===== config.mk =====
export PLATFORM = sky130hd
export DESIGN_NAME = uart_tx_param
export DESIGN_NICKNAME = d
export VERILOG_FILES = /design/src/rtl/uart_pkg.sv /design/src/rtl/uart_baud_tick.sv /design/src/rtl/uart_tx_param.sv
export SDC_FILE = /design/constraint.sdc
export NUM_CORES = 1
export LEC_CHECK = 0
export BUFFER_PORTS_ARGS = -buffer_cell sky130_fd_sc_hd__buf_2
export CORE_MARGIN = 2
export CORE_UTILIZATION = 55
export CTS_CLUSTER_SIZE = 12
export DETAILED_ROUTE_END_ITERATION = 10
export GPL_ROUTABILITY_DRIVEN = 1
export MAX_ROUTING_LAYER = met4
export PLACE_DENSITY = 0.84
export SLEW_MARGIN = 20
export SYNTH_ARGS = -nofsm -noshare
export SYNTH_HDL_FRONTEND = slang
export SYNTH_SLANG_ARGS = --single-unit

===== constraint.sdc =====
create_clock -name i_Clock -period 2.25 [get_ports i_Clock]
set_input_delay 0.45 -clock i_Clock [delete_from_list [all_inputs] [get_ports i_Clock]]
set_output_delay 0.45 -clock i_Clock [all_outputs]
set_load 0.005 [all_outputs]

===== src/rtl/uart_pkg.sv =====
// Shared types and helpers for the parametrised UART transmitter.
// Parity insertion is controlled by the UART_TX_PARITY_EN macro in uart_tx_param.
package uart_pkg;

    typedef enum logic [2:0] {
        TX_IDLE   = 3'd0,
        TX_START  = 3'd1,
        TX_DATA   = 3'd2,
        TX_PARITY = 3'd3,
        TX_STOP   = 3'd4
    } tx_state_e;

    localparam logic IDLE_LEVEL = 1'b1;
    localparam logic STOP_LEVEL = 1'b1;

    function automatic int unsigned frame_bits(
        input int unsigned data_bits,
        input int unsigned stop_bits,
        input bit          parity_en
    );
        return 32'd1 + data_bits + (parity_en ? 32'd1 : 32'd0) + stop_bits;
    endfunction

    // Data is zero-extended to 16 bits, which leaves the reduction XOR unchanged.
    function automatic logic parity_bit(input logic [15:0] data, input logic odd);
        return (^data) ^ odd;
    endfunction

endpackage


===== src/rtl/uart_baud_tick.sv =====
// Bit-period timer: counts 0..CLKS_PER_BIT-1 and flags the last cycle of each bit.
module uart_baud_tick #(
    parameter int CLKS_PER_BIT = 10417
) (
    input  logic i_Clock,
    input  logic i_Rst_L,
    input  logic clear_s,
    output logic tick_s
);

    localparam int CNT_W = (CLKS_PER_BIT > 1) ? $clog2(CLKS_PER_BIT) : 1;
    localparam logic [CNT_W-1:0] CNT_LAST = CNT_W'(CLKS_PER_BIT - 1);

    logic [CNT_W-1:0] cnt_r;

    // Free-running bit timer, held at zero while cleared.
    always_ff @(posedge i_Clock or posedge i_Rst_L) begin
        if (i_Rst_L) begin
            cnt_r <= {CNT_W{1'b0}};
        end else if (clear_s || (cnt_r == CNT_LAST)) begin
            cnt_r <= {CNT_W{1'b0}};
        end else begin
            cnt_r <= cnt_r + CNT_W'(1);
        end
    end

    assign tick_s = (cnt_r == CNT_LAST);

endmodule


===== src/rtl/uart_tx_param.sv =====
// Parametrised UART transmitter with valid/ready input and a one-word holding register.
// Define UART_TX_PARITY_EN to insert a parity bit between the data and stop bits.
module uart_tx_param
    import uart_pkg::*;
#(
    parameter int CLKS_PER_BIT = 10417,
    parameter int DATA_BITS    = 8,
    parameter int STOP_BITS    = 1,
    parameter int PARITY_ODD   = 0
) (
    input  logic                 i_Clock,
    input  logic                 i_Rst_L,
    input  logic                 i_TX_DV,
    input  logic [DATA_BITS-1:0] i_TX_Data,
    output logic                 o_TX_Ready,
    output logic                 o_TX_Active,
    output logic                 o_TX_Serial,
    output logic                 o_TX_Done
);

    localparam int IDX_W = $clog2(DATA_BITS) + 1;
    localparam logic [IDX_W-1:0] IDX_LAST = IDX_W'(DATA_BITS - 1);
    localparam logic STOP_LAST = 1'(STOP_BITS - 1);

    tx_state_e            state_r;
    tx_state_e            state_next_s;
    logic                 tick_s;
    logic                 clear_s;
    logic                 accept_s;
    logic                 load_s;
    logic                 frame_end_s;
    logic                 serial_next_s;
    logic                 ready_r;
    logic [DATA_BITS-1:0] holding_r;
    logic [DATA_BITS-1:0] shift_r;
    logic [IDX_W-1:0]     bit_idx_r;
    logic                 stop_cnt_r;
    logic                 parity_r;
    logic                 serial_r;
    logic                 active_r;
    logic                 done_r;

    uart_baud_tick #(
        .CLKS_PER_BIT(CLKS_PER_BIT)
    ) u_baud_tick (
        .i_Clock(i_Clock),
        .i_Rst_L(i_Rst_L),
        .clear_s(clear_s),
        .tick_s (tick_s)
    );

    assign accept_s    = i_TX_DV && ready_r;
    assign clear_s     = (state_r == TX_IDLE);
    assign frame_end_s = (state_r == TX_STOP) && tick_s && (stop_cnt_r == STOP_LAST);

    // State register.
    always_ff @(posedge i_Clock or posedge i_Rst_L) begin
        if (i_Rst_L) begin
            state_r <= TX_IDLE;
        end else begin
            state_r <= state_next_s;
        end
    end

    // Next-state, holding-to-shift load and next line level.
    always_comb begin
        state_next_s  = state_r;
        serial_next_s = IDLE_LEVEL;
        load_s        = 1'b0;
        case (state_r)
            TX_IDLE: begin
                serial_next_s = IDLE_LEVEL;
                if (!ready_r) begin
                    state_next_s = TX_START;
                    load_s       = 1'b1;
                end else begin
                    state_next_s = TX_IDLE;
                end
            end
            TX_START: begin
                serial_next_s = 1'b0;
                if (tick_s) begin
                    state_next_s = TX_DATA;
                end else begin
                    state_next_s = TX_START;
                end
            end
            TX_DATA: begin
                serial_next_s = shift_r[0];
                if (tick_s && (bit_idx_r == IDX_LAST)) begin
`ifdef UART_TX_PARITY_EN
                    state_next_s = TX_PARITY;
`else
                    state_next_s = TX_STOP;
`endif
                end else begin
                    state_next_s = TX_DATA;
                end
            end
            TX_PARITY: begin
                serial_next_s = parity_r;
                if (tick_s) begin
                    state_next_s = TX_STOP;
                end else begin
                    state_next_s = TX_PARITY;
                end
            end
            TX_STOP: begin
                serial_next_s = STOP_LEVEL;
                if (frame_end_s && !ready_r) begin
                    state_next_s = TX_START;
                    load_s       = 1'b1;
                end else if (frame_end_s) begin
                    state_next_s = TX_IDLE;
                end else begin
                    state_next_s = TX_STOP;
                end
            end
            default: begin
                state_next_s  = TX_IDLE;
                serial_next_s = IDLE_LEVEL;
            end
        endcase
    end

    // Holding register; a new accept wins over a same-cycle load so the new word stays pending.
    always_ff @(posedge i_Clock or posedge i_Rst_L) begin
        if (i_Rst_L) begin
            ready_r   <= 1'b1;
            holding_r <= {DATA_BITS{1'b0}};
        end else if (accept_s) begin
            ready_r   <= 1'b0;
            holding_r <= i_TX_Data;
        end else if (load_s) begin
            ready_r   <= 1'b1;
        end else begin
            ready_r   <= ready_r;
        end
    end

    // Shift register, data bit index, stop-bit count and latched parity.
    always_ff @(posedge i_Clock or posedge i_Rst_L) begin
        if (i_Rst_L) begin
            shift_r    <= {DATA_BITS{1'b0}};
            bit_idx_r  <= {IDX_W{1'b0}};
            stop_cnt_r <= 1'b0;
            parity_r   <= 1'b0;
        end else if (load_s) begin
            shift_r    <= holding_r;
            bit_idx_r  <= {IDX_W{1'b0}};
            stop_cnt_r <= 1'b0;
            parity_r   <= parity_bit(16'(holding_r), 1'(PARITY_ODD));
        end else if ((state_r == TX_DATA) && tick_s) begin
            shift_r    <= {1'b0, shift_r[DATA_BITS-1:1]};
            bit_idx_r  <= (bit_idx_r == IDX_LAST) ? {IDX_W{1'b0}} : bit_idx_r + IDX_W'(1);
        end else if ((state_r == TX_STOP) && tick_s) begin
            stop_cnt_r <= frame_end_s ? 1'b0 : stop_cnt_r + 1'b1;
        end else begin
            stop_cnt_r <= stop_cnt_r;
        end
    end

    // Line-side outputs trail the state by one cycle so all three stay mutually aligned.
    always_ff @(posedge i_Clock or posedge i_Rst_L) begin
        if (i_Rst_L) begin
            serial_r <= IDLE_LEVEL;
            active_r <= 1'b0;
            done_r   <= 1'b0;
        end else begin
            serial_r <= serial_next_s;
            active_r <= (state_r != TX_IDLE);
            done_r   <= frame_end_s;
        end
    end

    assign o_TX_Ready  = ready_r;
    assign o_TX_Active = active_r;
    assign o_TX_Serial = serial_r;
    assign o_TX_Done   = done_r;

endmodule


After elaboration in Yosys (flattened, before gate mapping)
Index checks and enable logic that the tools add are counted.
{"block": "op_classes", "shifts": 0, "n_eq_ne": 7, "n_mul": 0, "div": 0, "mux": 23, "reduce_logical": 15, "order_cmp": 0, "add_sub_neg": 3, "n_bitwise": 1}
{"cell": "$mux W8", "n": 2}
{"cell": "$reduce_xor A16 Y1", "n": 1}
{"cell": "$pmux W3 S5", "n": 1}
{"cell": "$add A14 B1 Y14 const B", "n": 1}
{"cell": "$eq A14 B14 Y1 const B", "n": 1}
{"cell": "$mux W14", "n": 1}
{"cell": "$mux W3", "n": 4}
{"cell": "$mux W4", "n": 3}
{"cell": "$mux W1", "n": 9}
{"cell": "$eq A3 B2 Y1 const B", "n": 2}
{"cell": "$logic_and A1 B1 Y1", "n": 6}
{"cell": "$reduce_bool A2 Y1", "n": 3}
{"cell": "$add A4 B1 Y4 const B", "n": 1}
{"cell": "$eq A4 B3 Y1 const B", "n": 1}
{"cell": "$eq A3 B1 Y1 const B", "n": 1}
{"cell": "$eq A3 B3 Y1 const B", "n": 1}
{"cell": "$logic_not A3 Y1", "n": 1}
{"cell": "$pmux W1 S3", "n": 1}
{"cell": "$reduce_bool A3 Y1", "n": 1}
{"cell": "$mux W2", "n": 1}
{"cell": "$ne A2 B2 Y1 const B", "n": 1}
{"cell": "$pmux W1 S2", "n": 1}
{"cell": "$reduce_and A2 Y1", "n": 1}
{"cell": "$add A1 B1 Y1 const B", "n": 1}
{"cell": "other kinds (3)", "n": 3}
{"block": "word_totals", "regBits": 43, "wordCells": 60, "mem_bits_ro": 0, "memories": 0, "ram_bits": 0, "output_inout_bits": 4, "latch_bits": 0}

Longest topological paths before layout
{"block": "depth", "word_depth": 8, "ltp_mapped": 8}

Cells and area by module
Synthesis repeated with hierarchy kept, for this count alone.
{"block": "hier_totals", "hier_cells": 189, "area_unflattened_um2": 2060.7}
{"mod": "uart_tx_param", "instances": 1, "cells_each": 114, "area_per_inst_um2": 1342.5}
{"mod": "uart_baud_tick", "instances": 1, "cells_each": 75, "area_per_inst_um2": 718.2}

Worst setup path before layout
OpenSTA, ideal clock, no wires.
{"block": "synth_timing", "kind": "reg-to-reg", "startpoint": "reg u_baud_tick.cnt_r[0]", "endpoint": "reg parity_r", "setup_ns": 0.125, "arrival_ns": 1.599, "setup_slack_ns": 0.526, "path_buffers": 1, "path_stages_with_launch": 8, "synth_period_minus_slack_ns": 1.724, "cell_sequence": "dfrtp_1 inv_1 ha_1 and4bb_1 and4_1 buf_6 a21boi_4 mux2_2"}
{"block": "synth_between", "elab_chain_cells": 6}
{"element": "start, declared", "line": "uart_baud_tick.sv:14", "rtl": "logic [CNT_W-1:0] cnt_r;"}
{"element": "start signal, assigned", "line": "uart_baud_tick.sv:19", "rtl": "cnt_r <= {CNT_W{1'b0}};"}
{"element": "start signal, assigned", "line": "uart_baud_tick.sv:21", "rtl": "cnt_r <= {CNT_W{1'b0}};"}
{"element": "start signal, assigned", "line": "uart_baud_tick.sv:23", "rtl": "cnt_r <= cnt_r + CNT_W'(1);"}
{"element": "$eq A14 B14 Y1", "line": "uart_baud_tick.sv:27", "rtl": "assign tick_s = (cnt_r == CNT_LAST);"}
{"element": "$logic_and A1 B1 Y1 (2 in a row)", "line": "uart_tx_param.sv:54", "rtl": "assign frame_end_s = (state_r == TX_STOP) && tick_s && (stop_cnt_r == STOP_LAST);"}
{"element": "$logic_and A1 B1 Y1", "line": "uart_tx_param.sv:110", "rtl": "if (frame_end_s && !ready_r) begin"}
{"element": "$mux W1", "line": "uart_tx_param.sv:110"}
{"element": "$pmux W1 S2", "line": "uart_tx_param.sv:70", "rtl": "case (state_r)"}
{"element": "end signal, assigned", "line": "uart_tx_param.sv:152", "rtl": "parity_r <= parity_bit(16'(holding_r), 1'(PARITY_ODD));"}
{"element": "end, declared", "line": "uart_tx_param.sv:38", "rtl": "logic parity_r;"}
Every way passes these cells.
A chain may end at the register's enable or synchronous reset.

Worst setup path in the final report
Ends and elaborated chain as after synthesis.

==> impl_metrics.json <==
{
  "dr.first_iter.drc_count": 72,
  "avgSynthCellArea_um2": 10.36,
  "worst_slew_pin_slew_ns": 0.5283,
  "fin_cells": 270,
  "cts_setup_buffers": 0,
  "min_period_ns": 1.882,
  "critical-path-max-stage-delay_ns": 0.42,
  "fin_crit_sh": 0.8364,
  "crit_path_cell_trace": "inv_1, ha_1, and4bb_1, and4_1, a21boi_4, mux2_2",
  "first_global_vias": 1459,
  "ys_types": 40,
  "place.gp.congestion": 0.8642,
  "first_pass_iters": 4,
  "run_status": "finished clean",
  "final-max-slew-violation-count": 0,
  "ys_ff_latch": 43,
  "grt_usage": 0.2005,
  "cpMaxStageDelayCell": "dfrtp_1",
  "drive_above_1_share": 0.1982,
  "routed_wl_um": 3657,
  "drtAntennaViolNets": 0,
  "yosysWarnings": 0,
  "h-tree-depth": 2,
  "hold_buffers": 0,
  "p_per_area_nw_per_um2": 1006,
  "cp_max_fo": 13,
  "worst_setup_path_end_kind": "register",
  "cts_made_buffers": 5,
  "final-seq-area_um2": 1079,
  "core.rowCount": 22,
  "core_um2": 3689,
  "nNetsFinal": 236,
  "diodes": 0,
  "slew_headroom": 0.6478,
  "tns_ns": 0,
  "setup_viol": 0,
  "io_pins": 15,
  "min_path_type": "in -> async",
  "clock_sinks": 43,
  "synth_edf_count": 0,
  "cts_resized": 0,
  "fin_area_um2": 2321,
  "antenna_found_initial": 0,
  "syn_to_final_growth_pct": 8.734,
  "skew_ns": 0.006816,
  "multiInputGateArea_um2": 919.6,
  "dieArea_um2": 4395,
  "path_class": "reg -> reg",
  "fillCellCount": 319,
  "clockRootBuffer": "clkbuf_8",
  "syn-cell-area_um2": 2135,
  "crit_buf_inv": 1,
  "crit_arrival_ns": 2.06,
  "leakage_uw": 0.001070,
  "insertion_delay_ns": 0.29,
  "clock_path_buffers": 2,
  "critPathLaunchType": "register",
  "die_y_um": 66.30,
  "vias": 1514,
  "ys_seq_area_frac": 0.5053,
  "vdd_drop_max_mv": 0.6860,
  "grt_pass1_wl_um": 6444,
  "maxCapViolCount": 0,
  "drc": 0,
  "cts_tree": "built",
  "cp_top_family": "flip-flops",
  "clk_pin_slew_ns": 0.07,
  "dp.cells": 263,
  "overflow": 0,
  "vias_per_cell": 5.607,
  "wl_per_cell_um": 13.54,
  "die_w_um": 66.30,
  "rsz0062_at_grt": "false",
  "syn_inst": 206,
  "postSynth.asyncResetShare": 1.000,
  "start_util": 0.5787,
  "netlist.top_cell.by_area": "dfrtp_1",
  "synth_nets": 220,
  "synth_flop_cell": "dfrtp_1",
  "hold_violations": 0,
  "dp_hpwl_um": 2510,
  "placed_cell_area_um2": 2233,
  "max_freq_mhz": 531.4,
  "io_buffers": 14,
  "synth_area_leaders": "dfrtp_1 48%, xnor2_1 5.3%, mux2_2 5.3%",
  "synth.top_cell.area_share": 0.4807,
  "worstPathRequired_ns": 2.43,
  "grt_max_degree": 44
}
[metal layers]
metal	track usage	up-vias	wire, um
li1	-	743	-
met1	0.2632	741	1797
met2	0.2988	24	1663
met3	0.05622	6	137
met4	0.07398	0	59
met5	-	-	0
[where the power goes]
group | switching [uW] | internal, uW
Clock | 239 | 241
Combinational | 294 | 374
Sequential | 194 | 993
[layout by cell type (no fill, tap or decap), types with 2 or more instances in the layout]
cell      instances
nand3_1          13
clkbuf_8          6
buf_4             3
nand4_1           5
and4_1            2
ha_1              3
xor2_1            5
dfstp_2           2
inv_1            22
or3_1             2
dfrtp_1          41
nor2_1           20
nand2b_1          4
buf_2            14
a21oi_1           3
a31o_2            3
nor3_1            5
xnor2_1          13
nand2_1          11
o21ai_0           5
and3_1            2
o221ai_1          8
and3b_1           2
mux2_2           10
nor4_1            3
[final timing paths]
kind                                 startpoint            to  slack (ns)  depth (start not counted)
min in group i_Clock                    i_TX_DV    o_TX_Ready        0.31                          2
max in group asynchronous               i_Rst_L   o_TX_Serial        1.60                          3
max reg2reg                u_baud_tick.cnt_r[0]      parity_r        0.37                          6
min                                     i_Rst_L  holding_r[0]        0.28                          3
min reg2reg                          shift_r[1]    shift_r[0]        0.52                          2
max                        u_baud_tick.cnt_r[0]      parity_r        0.37                          6
[cell usage after synthesis (4+ instances only)]
| cell type | number |
|---|---|
| dfrtp_1 | 41 |
| inv_1 | 22 |
| nor2_1 | 20 |
| nand3_1 | 13 |
| xnor2_1 | 13 |
| nand2_1 | 11 |
| mux2_2 | 10 |
| o221ai_1 | 8 |
| nand4_1 | 5 |
| nor3_1 | 5 |
| o21ai_0 | 5 |
| xor2_1 | 5 |
| nand2b_1 | 4 |
[per-stage QoR]
step                      hold slack (ns)    util  setup slack (ns)  total power [uW]
after floorplan                    0.4691       -            0.5265              1719
after global placement             0.4907  0.6055            0.4166              1833
after detailed placement           0.4904  0.6055            0.3723              1864
after CTS                          0.2968  0.6292            0.3617              2359
after global routing               0.3183  0.6292            0.1937              2496
final                              0.2753  0.6292            0.3681              2335
[sequential cells by signal (all words and copies together) (netlist names), 3 cells and up]
register	cells
state_r	3
u_baud_tick.cnt_r	14
shift_r	8
holding_r	8
bit_idx_r	4
[final cells by class]
| class | instances | share of cell area |
|---|---|---|
| flip-flops and latches | 43 | 0.4647 |
| multi-input cells | 133 | 0.3962 |
| repair buffers | 17 | 0.03989 |
| clock buffers | 6 | 0.03558 |
| inverters | 22 | 0.03558 |
| well taps | 48 | 0.02588 |
| clock inverters | 1 | 0.002156 |
[kinds of logic (layout without fill, tap and decap cells)]
group	count (synthesis)	count (layout)	share of synthesized area
and+or+nand+nor	74	74	0.1835
DFF	43	43	0.5053
buffers and inverters	30	46	0.06389
AOI/OAI and AO/OA	28	28	0.1032
xor gates and xnor gates	18	18	0.07386
muxes	10	10	0.05276
adders and majority gates	3	3	0.01759
[worst min-delay path: cells and delay by family]
kind | cells | cell delay [ns]
buffers and inverters | 3 | 0.57
Note: power is estimated with default switching activity, not from simulation.
